## src/rtl/serial_frame_rx.sv

```systemverilog
// Serial frame receiver: samples a registered 1-bit stream on enabled clocks,
// deserializes LSB-first WIDTH-bit frames, checks the stop bit, counts good frames.
module serial_frame_rx #(
    parameter int WIDTH = 8,
    parameter int CNT_W = 8
) (
    input  logic             clk,
    input  logic             rst_n,
    input  logic             din,
    input  logic             en,
    output logic [WIDTH-1:0] data,
    output logic             valid,
    output logic             frm_err,
    output logic             busy,
    output logic [CNT_W-1:0] frame_cnt
);

    localparam int            BW   = (WIDTH > 1) ? $clog2(WIDTH) : 1;
    localparam logic [BW-1:0] LAST = BW'(WIDTH - 1);

    typedef enum logic [1:0] {
        IDLE    = 2'd0,
        DATA    = 2'd1,
        STOP    = 2'd2,
        WAIT_HI = 2'd3
    } state_t;

    state_t            state;
    logic [WIDTH-1:0]  shreg;
    logic [BW-1:0]     bitcnt;

    always_ff @(posedge clk or negedge rst_n) begin
        if (!rst_n) begin
            state     <= IDLE;
            shreg     <= '0;
            bitcnt    <= '0;
            data      <= '0;
            valid     <= 1'b0;
            frm_err   <= 1'b0;
            busy      <= 1'b0;
            frame_cnt <= '0;
        end else begin
            // pulses drop on every edge that does not set them, en or not
            valid   <= 1'b0;
            frm_err <= 1'b0;
            if (en) begin
                case (state)
                    IDLE: begin
                        if (!din) begin
                            state  <= DATA;
                            bitcnt <= '0;
                            busy   <= 1'b1;
                        end
                    end
                    DATA: begin
                        // right shift with din entering at MSB: first bit lands at LSB
                        shreg <= WIDTH'({din, shreg} >> 1);
                        if (bitcnt == LAST) begin
                            state  <= STOP;
                            bitcnt <= '0;
                        end else begin
                            bitcnt <= bitcnt + BW'(1);
                        end
                    end
                    STOP: begin
                        if (din) begin
                            data      <= shreg;
                            valid     <= 1'b1;
                            frame_cnt <= frame_cnt + CNT_W'(1);
                            state     <= IDLE;
                            busy      <= 1'b0;
                        end else begin
                            frm_err <= 1'b1;
                            state   <= WAIT_HI;
                        end
                    end
                    WAIT_HI: begin
                        // a held-low break must end before a new start is considered
                        if (din) begin
                            state <= IDLE;
                            busy  <= 1'b0;
                        end
                    end
                    default: begin
                        state <= IDLE;
                        busy  <= 1'b0;
                    end
                endcase
            end
        end
    end

endmodule
```

## config.mk

```make
export PLATFORM = sky130hd
export DESIGN_NAME = serial_frame_rx
export DESIGN_NICKNAME = d
export VERILOG_FILES = /design/src/rtl/serial_frame_rx.sv
export SDC_FILE = /design/constraint.sdc
export NUM_CORES = 1
export LEC_CHECK = 0
export CELL_PAD_IN_SITES_DETAIL_PLACEMENT = 1
export CELL_PAD_IN_SITES_GLOBAL_PLACEMENT = 1
export CORE_AREA = 2 2 59 61
export CTS_BUF_LIST = sky130_fd_sc_hd__clkbuf_8 sky130_fd_sc_hd__clkbuf_16
export DETAILED_ROUTE_END_ITERATION = 8
export DIE_AREA = 0 0 61 63
export PLACE_DENSITY = 0.77
export SLEW_MARGIN = 20
export SYNTH_ARGS = -nofsm -noshare
export SYNTH_HDL_FRONTEND = slang
export SYNTH_SLANG_ARGS = --single-unit
```

## constraint.sdc

```tcl
create_clock -name clk -period 2.2 [get_ports clk]
set_input_delay 0.66 -clock clk [delete_from_list [all_inputs] [get_ports clk]]
set_output_delay 0.66 -clock clk [all_outputs]
set_load 0.01 [all_outputs]
```

==> run_results.csv <==
group,metric,value,unit
setup_path,r2r_setup_slack,890,ps
setup_path,critPathMaxStageDelay,590,ps
setup_path,critPathLaunchType,"flip-flop",
clocking,insertion_delay,280,ps
timing,final-hold-violation-count,0,
synthesis,yosysUniqueCellTypes,25,
power_and_ir_drop,combPwrFrac,0.253,
setup_path,worst_path_max_delay_cell,"clkdlybuf4s50_1",
placement,dp.cells,182,
power_and_ir_drop,sw_frac_of_total,0.293,
synthesis,ys_top_cells_by_area,"dfrtp_1 (59%), nand2_1 (9.2%), mux2_2 (6.7%), xnor2_1 (4.5%), ha_1 (2.8%)",
clocking,cts-root-buf,"clkbuf_8",
synthesis,synth_area_leader_cell,"dfrtp_1",
setup_path,worstSetupStartpoint,"frame_cnt[2]$_DFFE_PN0P_",
die,initial_core_util,0.419,
global_route,track_usage,0.174,
clocking,cts_buffers,5,
clocking,post_cts_resized,0,
setup_path,crit_family,"buffers and inverters",
status,run_status,"complete, no violations",
flow_run,cap_violations,0,
power_and_ir_drop,seq_power_share,0.513,
setup_path,r2r_end,"shreg[6]$_DFFE_PN0P_",
timing,drv_slew,0,
clocking,htree_num_levels,2,
final_layout,fill_cells,357,
drt,detail-route-antenna-nets,0,
setup_path,crit_type,"flip-flop to output port",
synthesis,ys_async_sr_fraction,1.00,
power_and_ir_drop,p_int,0.00122,W
synthesis,synth_cells,115,
die,die_y,63,um
placement,dpl-instance-area,0.00162,mm^2
drt,wl,2720,um
clocking,cts_setup_buffers,0,
final_layout,final_layout_size_suffix_gt1_frac,0.147,
global_route,grt_pass1_wl,4850,um
clocking,holdBufCountCts,0,
synthesis,syn_nets,122,
timing,setup_viol,0,
die,core.rowCount,21,
clocking,tritoncts,"built",
drt,via_per_inst,4.84,
final_layout,fin_cells,189,
setup_path,cp_num_cells,1,
die,io_pins,23,
placement,port_buffers,22,
drt,drtIter0Drc,16,
timing,worstMarginPinSlew,398,ps
setup_path,reg2reg_from,"state[1]$_DFFE_PN0P_",
clocking,clk_pin_slew,60,ps
global_route,antenna_found_initial,0,
setup_path,cp_num_buf_inv,1,
global_route,grt-ovfl-total,0,
synthesis,yosys.area.top_type_share,0.592,
drt,wl_met2,1450,um
power_and_ir_drop,power.switching,0.000508,W
placement,gp_congestion,0.806,
clocking,cts.sinks,32,
synthesis,synth_flop_cell,"dfrtp_1",
synthesis,seq_area_frac_synth,0.592,
final_layout,fin_util,0.525,
setup_path,path_cells,"clkdlybuf4s50_1",
timing,setup_tns,0,ps
drt,remaining_drc_errors,0,
final_layout,diodes,0,
power_and_ir_drop,ir_worst_vdd,0.591,mV
synthesis,yosysMostFrequentCell,"nand2_1",
power_and_ir_drop,cellPowerDensity,1020,mW/mm^2
die,core_area,0.00323,mm^2
placement,dp_hpwl,2020,um
drt,via_count,914,
timing,fin_crit_sh,0.910,
synthesis,synth_area,0.00135,mm^2
setup_path,crit_required,1540,ps
global_route,grt_max_degree,33,
setup_path,crit_path_max_fanout,7,
drt,met1_length,1140,um
drt,met3_length,78,um
timing,rsz0062_at_grt,"no",
hold_path,hp-class,"flip-flop to flip-flop",
synthesis,syn_avg_cell_area,11.8,um^2
final_layout,nets,150,
final_layout,syn_to_final_growth,25.3,%
drt,routedWlPerCell,14.4,um
drt,drtPass1Iterations,4,
setup_path,arrival,1340,ps
setup_path,cp-endpoint,"frame_cnt[2]",
power_and_ir_drop,p_leak,0.830,nW
timing,timing.fmax,499,MHz
synthesis,synthTopCellsByCount,"nand2_1 (33), dfrtp_1 (32), mux2_2 (8)",
die,die_area,0.00384,mm^2
setup_path,ff2ff_path_depth,2,
clocking,clock_path_buffers,2,
final_layout,final_cell_area,0.00170,mm^2
power_and_ir_drop,p_clk_frac,0.234,
setup_path,end_kind,"output port",
drt,routed.top_layer,"met4",
synthesis,ys_ff_latch,32,
die,die_w,61,um
synthesis,synth-edff-count,0,
timing,slew_headroom,0.735,
timing,finalCriticalPeriod,2000,ps
global_route,grt_pass1_vias,1014,
synthesis,ys_warn_count,0,
timing,fin_worst_skew,3.62,ps
[power groups by stage]
stage	Combinational (W)	Sequential, W	Clock, W
global placement	0.000415	0.000881	0
global route	0.000493	0.000915	0.000455
finish	0.000438	0.000888	0.000406
detailed placement	0.000448	0.000898	0
CTS	0.000448	0.000888	0.000424
floorplan	0.000291	0.000864	0
[per-layer routing]
metal	vias up	GRT usage
li1	441	-
met3	4	0.0373
met2	18	0.282
met4	0	0.0897
met5	-	0
met1	451	0.212
[flip-flops by register name, summed over array words and instances, names as in the netlist]
name / cells
bitcnt: 3
frm_err: 1
data: 8
state: 2
busy: 1
frame_cnt: 8
shreg: 8
valid: 1
[layout by cell type, fill, tap and decap left out, drive strengths merged, types with 3 or more instances in the layout]
cell / instances
clkbuf: 5
mux2: 8
ha: 3
o21ai: 4
dfrtp: 32
nand2: 33
clkdlybuf4s50: 22
nand4: 4
buf: 4
xnor2: 7
[final cells by class]
type / count / area, um^2 / area share
Clock buffer: 5 / 68.8 / 0.0406
Clock inverter: 2 / 8.76 / 0.00517
Inverter: 1 / 3.75 / 0.00221
Multi-Input combinational cell: 77 / 505 / 0.298
Sequential cell: 32 / 801 / 0.472
Tap cell: 46 / 57.6 / 0.0339
Timing Repair Buffer: 26 / 250 / 0.148
[worst register-to-register path, stage by stage (launching register included)]
cell,delay (ps)
dfrtp_1,550
nand3b_4,290
mux2_2,360
[how the worst min path moves through the flow]
stage	from	end	slack (ps)	cells after the start
2_1_floorplan	rst_n	bitcnt[0]$_DFFE_PN0P_	360	0
3_3_place_gp	shreg[0]$_DFFE_PN0P_	data[0]$_DFFE_PN0P_	460	2
3_5_place_dp	shreg[0]$_DFFE_PN0P_	data[0]$_DFFE_PN0P_	460	2
4_1_cts	shreg[0]$_DFFE_PN0P_	data[0]$_DFFE_PN0P_	480	2
5_1_grt	shreg[0]$_DFFE_PN0P_	data[0]$_DFFE_PN0P_	500	2
6_report	shreg[0]$_DFFE_PN0P_	data[0]$_DFFE_PN0P_	480	2
[logic make-up after synthesis]
group                      after synthesis  synth area share
xor gates and xnor gates                 7            0.0453
adders and majority gates                3            0.0278
DFF                                     32             0.592
buffers and inverters                    6            0.0342
muxes                                    9            0.0740
AOI/OAI and AO/OA                        8            0.0370
and+or+nand+nor                         50             0.190
[stage by stage]
stage               total power (W)  worst slack (ps)  hold slack (ps)
finish                      0.00173               197              475
global route                0.00186               128              500
CTS                         0.00176               173              477
detailed placement          0.00135               214              461
global placement            0.00130               291              459
floorplan                   0.00116               807              364
Power figures use the tool's default switching activity.
